==> config.mk <==
export PLATFORM = sky130hd
export DESIGN_NAME = mem_arbiter
export DESIGN_NICKNAME = d
export VERILOG_FILES = /design/src/rtl/mem_arb_pkg.sv /design/src/rtl/rr_arbiter.sv /design/src/rtl/mem_arbiter.sv
export SDC_FILE = /design/constraint.sdc
export NUM_CORES = 1
export LEC_CHECK = 0
export CORE_UTILIZATION = 24
export DETAILED_ROUTE_END_ITERATION = 8
export PLACE_DENSITY = 0.92
export SYNTH_ARGS = -nofsm -noshare
export SYNTH_HDL_FRONTEND = slang
export SYNTH_HIERARCHICAL = 1
export SYNTH_SLANG_ARGS = --single-unit
==> constraint.sdc <==
create_clock -name clk -period 4.8 [get_ports clk]
set_clock_uncertainty 0.15 [all_clocks]
set_input_delay 1.44 -clock clk [delete_from_list [all_inputs] [get_ports clk]]
set_output_delay 1.44 -clock clk [all_outputs]
set_load 0.02 [all_outputs]
==> src/rtl/mem_arb_pkg.sv <==
// mem_arb_pkg: default sizes and shared types for the multi-core RAM arbiter
package mem_arb_pkg;
  localparam int DEF_NUM_CORES = 4;
  localparam int DEF_WIDTH = 12;
  localparam int DEF_DEPTH = 256;
  typedef logic [DEF_NUM_CORES-1:0] core_onehot_t;
  typedef logic [$clog2(DEF_NUM_CORES)-1:0] core_idx_t;
  typedef logic [$clog2(DEF_DEPTH)-1:0] mem_addr_t;
  typedef logic [DEF_WIDTH-1:0] mem_data_t;
endpackage

==> src/rtl/rr_arbiter.sv <==
// rr_arbiter: one-hot grant picker; round-robin when MEM_ARB_ROUND_ROBIN_EN is defined, else fixed priority (core 0 highest)
module rr_arbiter
  import mem_arb_pkg::*;
#(
  parameter int N = DEF_NUM_CORES,
  localparam int IW = $clog2(N)
) (
  input  logic          clk,
  input  logic          rstN,
  input  logic [N-1:0]  req,
  output logic [N-1:0]  gnt,
  output logic [IW-1:0] idx
);
  logic [IW-1:0] c;
`ifdef MEM_ARB_ROUND_ROBIN_EN
  logic [IW-1:0] last_gnt;
  // remember the most recent winner so the search starts just after it
  always_ff @(posedge clk)
    if (!rstN) last_gnt <= IW'(N - 1);
    else if (|gnt) last_gnt <= idx;
  // scan from last_gnt+N down to last_gnt+1 so the nearest requester after last_gnt wins
  always_comb begin
    c = '0;
    idx = '0;
    for (int k = N; k >= 1; k--) begin
      c = IW'((int'(last_gnt) + k) % N);
      if (req[c]) idx = c;
    end
    gnt = (rstN && |req) ? N'(1) << idx : '0;
  end
`else
  logic unused_clk;
  assign unused_clk = clk;
  // lowest requesting index wins
  always_comb begin
    c = '0;
    idx = '0;
    for (int k = N - 1; k >= 0; k--) begin
      c = IW'(k);
      if (req[c]) idx = c;
    end
    gnt = (rstN && |req) ? N'(1) << idx : '0;
  end
`endif
endmodule

==> src/rtl/mem_arbiter.sv <==
// mem_arbiter: grants one core per cycle onto the shared RAM port and returns read data one cycle later (MEM_ARB_ROUND_ROBIN_EN selects round-robin)
module mem_arbiter
  import mem_arb_pkg::*;
#(
  parameter int NUM_CORES = DEF_NUM_CORES,
  parameter int WIDTH = DEF_WIDTH,
  parameter int DEPTH = DEF_DEPTH,
  parameter int ADDR_WIDTH = $clog2(DEPTH)
) (
  input  logic                                 clk,
  input  logic                                 rstN,
  input  logic [NUM_CORES-1:0]                 core_req,
  input  logic [NUM_CORES-1:0]                 core_wrEn,
  input  logic [NUM_CORES-1:0][ADDR_WIDTH-1:0] core_addr,
  input  logic [NUM_CORES-1:0][WIDTH-1:0]      core_dataIn,
  output logic [NUM_CORES-1:0]                 core_gnt,
  output logic [NUM_CORES-1:0]                 core_rdValid,
  output logic [WIDTH-1:0]                     core_dataOut,
  output logic                                 mem_wrEn,
  output logic [ADDR_WIDTH-1:0]                mem_addr,
  output logic [WIDTH-1:0]                     mem_dataIn,
  input  logic [WIDTH-1:0]                     mem_dataOut
);
  localparam int IW = $clog2(NUM_CORES);
  logic [IW-1:0] gnt_idx;
  logic [NUM_CORES-1:0] rd_owner;
  logic any_gnt;
  rr_arbiter #(.N(NUM_CORES)) u_arb (
    .clk (clk),
    .rstN(rstN),
    .req (core_req),
    .gnt (core_gnt),
    .idx (gnt_idx)
  );
  // steer the winner onto the RAM port and gate the read return
  always_comb begin
    any_gnt = |core_gnt;
    mem_wrEn = any_gnt & core_wrEn[gnt_idx];
    mem_addr = any_gnt ? core_addr[gnt_idx] : '0;
    mem_dataIn = any_gnt ? core_dataIn[gnt_idx] : '0;
    core_rdValid = rstN ? rd_owner : '0;
    core_dataOut = |core_rdValid ? mem_dataOut : '0;
  end
  // the granted reader owns the RAM output on the following cycle
  always_ff @(posedge clk)
    rd_owner <= !rstN ? '0 : core_gnt & ~core_wrEn;
endmodule
==> metrics.csv, run 1 <==
stage;metric;value;unit
synthesis;Async SR Flop Fraction;0;%
synthesis;EDFF count, synth;0;
synthesis;largest cells by area after synthesis;mux4_2 (46%), and2_1 (25%), dfxtp_1 (8.3%);
layout;synth-to-layout area growth;169;%
layout;post-route cell area;2600;um2
clocking;CTS tree;done;
clocking;H-tree Lvls;1;
pwr;Combinational Power Share;68.7;%
global_route;antenna violations before repair;0;
floorplanning;Die W;65.6;um
synthesis;Syn Area/Cell;11.0;um2
layout;Multi-input gate area;878;um2
synthesis;most common cell in the netlist;and2_1;
placed_design;GPL Wtd Cong;0.789;
critical_path;CP max FO;6;
pwr;Net Sw Frac;29.1;%
synthesis;Ys Warns;6;
detailed_routing;DRC viols;0;
layout;# fillers;272;
critical_path;Critical Path Most Common Cell;buf_4;
critical_path;CP arrival;3.16;ns
critical_path;CP startpoint kind;primary input;
timing;minimum clock period;4.75;ns
layout;register area;80.1;um2
detailed_routing;routed len/inst;16.3;um
detailed_routing;Detail Route Antenna Nets;0;
timing;worst-margin pin slew;0.360;ns
pwr;Power Dens Cells;126;nW/um2
clocking;Root Buffer;clkbuf_8;
global_route;vias in the first global route;1546;
floorplanning;Die Y;65.6;um
run_status;status;finished, final reports clean;
timing;f_max;211;MHz
layout;Top reg by flops;rd_owner;
placed_design;Setup WS pre-CTS;-0.511;ns
layout;largest registers;rd_owner (4);
floorplanning;initial core utilization;25.7;%
global_route;Overall Global Routing Usage;22.4;%
timing;fin worst setup slack;0.0511;ns
synthesis;Post-Syn Instances;88;
detailed_routing;Met2 Wirelength;2730;um
clocking;clock buffer depth;2;
detailed_routing;Vias;1399;
critical_path;critical path cell sequence;dlygate4sd2_1 -> buf_4 -> nor2_1 -> or4_4 -> buf_4 -> and2_1 -> buf_2;
synthesis;share of the yosys chip area belonging to registers;8.26;%
pwr;Leak;1.24;nW
clocking;Clock Sink Count;4;
floorplanning;die area;4300;um2
pwr;maximum vdd ir drop;0.0706;mV
min_path;Min-Delay Path Depth;4;
pwr;NetSw;0.0000958;W
floorplanning;FP Rows;22;
timing;Tcrit/Tclk final;98.9;%
placed_design;Placed Area;2530;um2
global_route;grt ovf;0;
layout;number of flip-flops in the largest register;4;
min_path;hold crit path type;in -> reg;
synthesis;top-area cell type share of the netlist area;46.5;%
timing;Rel. slew slack;75.9;%
global_route;first-pass GRT wire length;6960;um
synthesis;Mapped Area;970;um2
layout;layout cell share with drive strength beyond 1;27.9;%
detailed_routing;final wirelength;4800;um
critical_path;Crit. End Element;primary output;
synthesis;top cells by count, synth;and2_1 (38), mux4_2 (20), nor2_1 (5);
global_route;largest net degree at the start of global routing;21;
floorplanning;Ports;143;
timing;Min Hold Slack;1.55;ns
detailed_routing;met3 routed WL;392;um
timing;Final Setup Violations;0;
detailed_routing;WL met1;1500;um
min_path;Endpoint, Worst Hold;rd_owner[3];
flow_run;max-cap viol count;0;
timing;Hold Fails Final Rpt;0;
clocking;number of buffers created by CTS;3;
pwr;register share of total power;10.4;%
detailed_routing;TritonRoute pass-1 iters;4;
placed_design;DP HPWL;3880;um
pwr;Internal Power;0.000233;W
detailed_routing;initial drt markers;28;
detailed_routing;top layer in use;met4;
clocking;CTS clk-pin slew, worst paths;0.03;ns
critical_path;Critical Path Max Stage Delay;0.59;ns
synthesis;Seq cells post-synth;4;
synthesis;largest area contributor in the netlist;mux4_2;
synthesis;syn nets;190;
placed_design;PortBufs;142;
floorplanning;core area;3770;um2
detailed_routing;Vias per Instance;4.74;
critical_path;Slowest-stage cell, CP;or4_4;
layout;diode count;0;
layout;fin util;69.0;%
critical_path;CP required;3.21;ns
critical_path;Setup CP Type;in -> out;
min_path;Hold Startpoint;rstN;
synthesis;post-synth cell types;19;
pwr;Clock Power Share;20.9;%
clocking;cts hold-fix bufs;0;
timing;Max Transition Viols Final;0;
layout;fin nets;351;
synthesis;Most used DFF post-synth;dfxtp_1;
[power groups by stage]
stage | clock (W) | sequential [W] | combinational, W
floorplan | 0 | 0.0000346 | 0.0000905
global placement | 0 | 0.0000346 | 0.000226
detailed placement | 0 | 0.0000346 | 0.000230
CTS | 0.0000702 | 0.0000342 | 0.000225
global route | 0.0000754 | 0.0000343 | 0.000239
finish | 0.0000687 | 0.0000342 | 0.000226
[cell type report]
type	instances	share of cell area [%]
clock buffers	3	1.59
inverters	1	0.144
multi-input cells	77	33.7
flip-flops and latches	4	3.08
well taps	48	2.31
repair buffers	162	59.2
[worst max-delay path by stage]
stage / startpoint / end / cells after the start
finish: core_req[0] / mem_addr[1] / 7
CTS: rstN / mem_addr[1] / 6
global placement: core_req[0] / mem_dataIn[0] / 5
global route: core_req[1] / mem_addr[6] / 8
floorplan: core_req[2] / mem_addr[0] / 5
detailed placement: core_req[3] / mem_addr[1] / 7
[layout by cell type (no fill, tap or decap), drive strengths merged]
master / netlist / routed
a21oi: 1 / 1
and2: 38 / 38
and3b: 1 / 1
and4bb: 1 / 1
buf: 5 / 37
clkbuf: 2 / 3
clkdlybuf4s15: 0 / 2
clkdlybuf4s50: 0 / 105
dfxtp: 4 / 4
dlygate4sd2: 0 / 7
dlymetal6s2s: 0 / 11
inv: 1 / 1
mux4: 21 / 21
nand2: 4 / 4
nand2b: 1 / 1
nor2: 5 / 5
nor3: 1 / 1
nor4b: 1 / 1
o41a: 1 / 1
or4: 1 / 2
[metal layers]
layer,track usage (%),vias to the layer above
li1,-,654
met1,20.8,656
met2,43.9,77
met3,5.38,12
met4,12.2,0
met5,0,-
[through the flow]
stage | cells | TNS (ns) | power, W
2_1_floorplan | 88 | 0 | 0.000125
3_3_place_gp | 284 | -9.52 | 0.000260
3_5_place_dp | 284 | -10.10 | 0.000265
4_1_cts | 294 | 0 | 0.000329
5_1_grt | 295 | -0.0590 | 0.000349
6_report | 295 | 0 | 0.000329
[worst max-delay path, delay by kind of cell]
kind	cells	cell delay, ns
and+or+nand+nor	3	0.83
buffers and inverters	4	0.88
[timing repair]
action	in CTS	in global routing
gates cloned	1	0
gates resized for setup	81	16
endpoints found under the setup margin	22	24
pin swaps	2	2
setup buffers	6	1
[kinds of logic after synthesis]
logic type             share of synthesized area [%]
AO/OA/AOI/OAI                                   1.68
buffers and inverters                           5.16
flip-flops                                      8.26
multiplexers                                    49.2
AND/OR/NAND/NOR                                 35.7
No activity file was read; power rests on OpenSTA's default activity.
==> run 2, diff against run 1 <==
--- a/config.mk
+++ b/config.mk
@@ -5,9 +5,9 @@
 export SDC_FILE = /design/constraint.sdc
 export NUM_CORES = 1
 export LEC_CHECK = 0
-export CORE_UTILIZATION = 24
+export CORE_UTILIZATION = 21
 export DETAILED_ROUTE_END_ITERATION = 8
-export PLACE_DENSITY = 0.92
+export PLACE_DENSITY = 0.86
 export SYNTH_ARGS = -nofsm -noshare
 export SYNTH_HDL_FRONTEND = slang
 export SYNTH_HIERARCHICAL = 1
==> constraint.sdc (replaced) <==
create_clock -name clk -period 4.36 [get_ports clk]
set_clock_uncertainty 0.15 [all_clocks]
set_input_delay 1.308 -clock clk [delete_from_list [all_inputs] [get_ports clk]]
set_output_delay 1.308 -clock clk [all_outputs]
set_load 0.02 [all_outputs]
==> metrics.csv, run 2 (synthesis gave the netlist of run 1 again) <==
stage;metric;value;unit;change
layout;Top reg by flops;rd_owner;;
layout;diode count;0;;unchanged
floorplanning;FP Rows;24;;+9.1%
placed_design;PortBufs;142;;unchanged
critical_path;Setup CP Type;in -> out;;
timing;Tcrit/Tclk final;98.2;%;
timing;f_max;234;MHz;
detailed_routing;Vias per Instance;4.63;;-2.4%
layout;commonest non-fill, non-tap cell in the layout;clkdlybuf4s50_1;;
layout;post-route cell area;2590;um2;-0.58%
critical_path;CP arrival;2.82;ns;-0.34 ns
floorplanning;initial core utilization;22.1;%;-3.6 points
timing;Hold Fails Final Rpt;0;;unchanged
clocking;CTS clk-pin slew, worst paths;0.03;ns;about the same
timing;Rel. slew slack;78.2;%;+2.2 points
layout;synth-to-layout area growth;167;%;
detailed_routing;initial drt markers;27;;-3.6%
critical_path;CP startpoint kind;primary input;;
critical_path;Critical Path Most Common Cell;buf_4;;
clocking;clock buffer depth;2;;unchanged
clocking;Root Buffer;clkbuf_8;;
floorplanning;die area;4890;um2;+14%
global_route;first-pass GRT wire length;7130;um;+2.5%
detailed_routing;Detail Route Antenna Nets;0;;unchanged
min_path;Hold Startpoint;core_req[1];;
critical_path;critical path cell sequence;dlygate4sd2_1 -> buf_4 -> nor4b_4 -> buf_4 -> or4_4 -> and2_1 -> buf_4;;
timing;unrepaired setup endpoints after global routing;false;;
clocking;H-tree Lvls;1;;unchanged
layout;Multi-input gate area;883;um2;+0.57%
layout;layout cell share with drive strength beyond 1;32.5;%;+4.6 points
flow_run;max-cap viol count;0;;unchanged
layout;most frequent cells in the layout;clkdlybuf4s50_1 (104), and2_1 (34), mux4_2 (21);;
global_route;vias in the first global route;1516;;-1.9%
timing;fin worst setup slack;0.0780;ns;+0.0268 ns
placed_design;Setup WS pre-CTS;-0.678;ns;-0.167 ns
floorplanning;core area;4380;um2;+16%
clocking;cts hold-fix bufs;0;;unchanged
critical_path;Slowest-stage cell, CP;or4_4;;
placed_design;GPL Wtd Cong;0.744;;-5.7%
min_path;hold crit path type;in -> reg;;
critical_path;Critical Path Max Stage Delay;0.50;ns;-0.09 ns
pwr;maximum vdd ir drop;0.0785;mV;+11%
timing;TNS Setup;0;ns;unchanged
detailed_routing;TritonRoute pass-1 iters;4;;unchanged
global_route;antenna violations before repair;0;;unchanged
layout;number of flip-flops in the largest register;4;;unchanged
min_path;Endpoint, Worst Hold;rd_owner[3];;
clocking;CTS tree;done;;
layout;fin nets;350;;-0.28%
clocking;Clock Sink Count;4;;unchanged
detailed_routing;Vias;1379;;-1.4%
timing;worst-margin pin slew;0.326;ns;-0.0336 ns
critical_path;CP required;2.90;ns;-0.31 ns
detailed_routing;final wirelength;4520;um;-5.9%
floorplanning;Ports;143;;unchanged
critical_path;Crit. End Element;primary output;;
placed_design;DP HPWL;3580;um;-7.8%
global_route;Overall Global Routing Usage;18.7;%;-3.8 points
floorplanning;Die W;70.0;um;+6.7%
global_route;grt ovf;0;;unchanged
global_route;largest net degree at the start of global routing;14;;-33%
run_status;status;finished, final reports clean;;
pwr;Power Dens Cells;141;nW/um2;+11%
layout;largest registers;rd_owner (4);;
layout;fin util;59.0;%;-10 points
critical_path;WP buf/inv;4;;unchanged
floorplanning;Die Y;70.0;um;+6.7%
pwr;Leak;1.23;nW;-0.39%
detailed_routing;DRC viols;0;;unchanged
layout;# fillers;398;;+46%
timing;Final Setup Violations;0;;unchanged
critical_path;Worst path top cell family by delay;simple AND/OR/NAND/NOR gates;;
placed_design;Placed Area;2550;um2;+0.79%
clocking;number of buffers created by CTS;3;;unchanged
detailed_routing;routed len/inst;15.2;um;-6.8%
critical_path;CP max FO;10;;+4
min_path;Min-Delay Path Depth;6;;+2
timing;minimum clock period;4.28;ns;
layout;register area;80.1;um2;unchanged
timing;Min Hold Slack;1.52;ns;-0.0299 ns
timing;Max Transition Viols Final;0;;unchanged
==> run 2: worst max-delay path by stage <==
stage | from | to | depth (start not counted)
2_1_floorplan | core_req[2] | mem_addr[0] | 5
3_3_place_gp | core_req[3] | mem_dataIn[11] | 7
3_5_place_dp | core_req[3] | mem_dataIn[11] | 7
4_1_cts | core_req[1] | mem_dataIn[7] | 8
5_1_grt | core_req[2] | mem_dataIn[6] | 7
6_report | rstN | mem_dataIn[11] | 7
==> run 2: routing by layer <==
metal	track usage [%]	share of wire, %	routed length (um)	vias to the layer above
met3	5.34	10	469	10
met1	20.7	37	1660	630
met5	0	0	0	-
met2	33.7	50	2270	84
li1	-	-	-	655
met4	6.89	2.7	121	0
==> run 2: report_power, final <==
group	leakage, nW	switching [W]	total, W	internal (W)
combinational	1.18	0.0000868	0.000249	0.000162
clock	0.0216	0.0000192	0.0000781	0.0000588
sequential	0.0324	0.000000211	0.0000376	0.0000374
==> run 2: final cells by class <==
type | instances | area share (%)
Inverter | 1 | 0.145
Timing Repair Buffer | 160 | 58.5
Clock buffer | 3 | 1.59
Sequential cell | 4 | 3.09
Multi-Input combinational cell | 78 | 34.1
Tap cell | 52 | 2.51
==> run 2: tightest hold or removal path, stage by stage <==
cell and delay (ns):
buf_2 0.12, buf_4 0.13, nor4b_4 0.05, buf_4 0.13, nand2_1 0.06, nor2_1 0.04
==> run 2: through the flow <==
stage / power, W / cells
2_1_floorplan: 0.000138 / 88
3_3_place_gp: 0.000287 / 290
3_5_place_dp: 0.000291 / 290
4_1_cts: 0.000372 / 299
5_1_grt: 0.000386 / 298
6_report: 0.000364 / 298
==> run 2: timing repair <==
action	CTS	global route
cloned	3	0
pin swaps	9	1
setup endpoints to repair	36	27
setup buffers	3	0
gates resized for setup	113	19
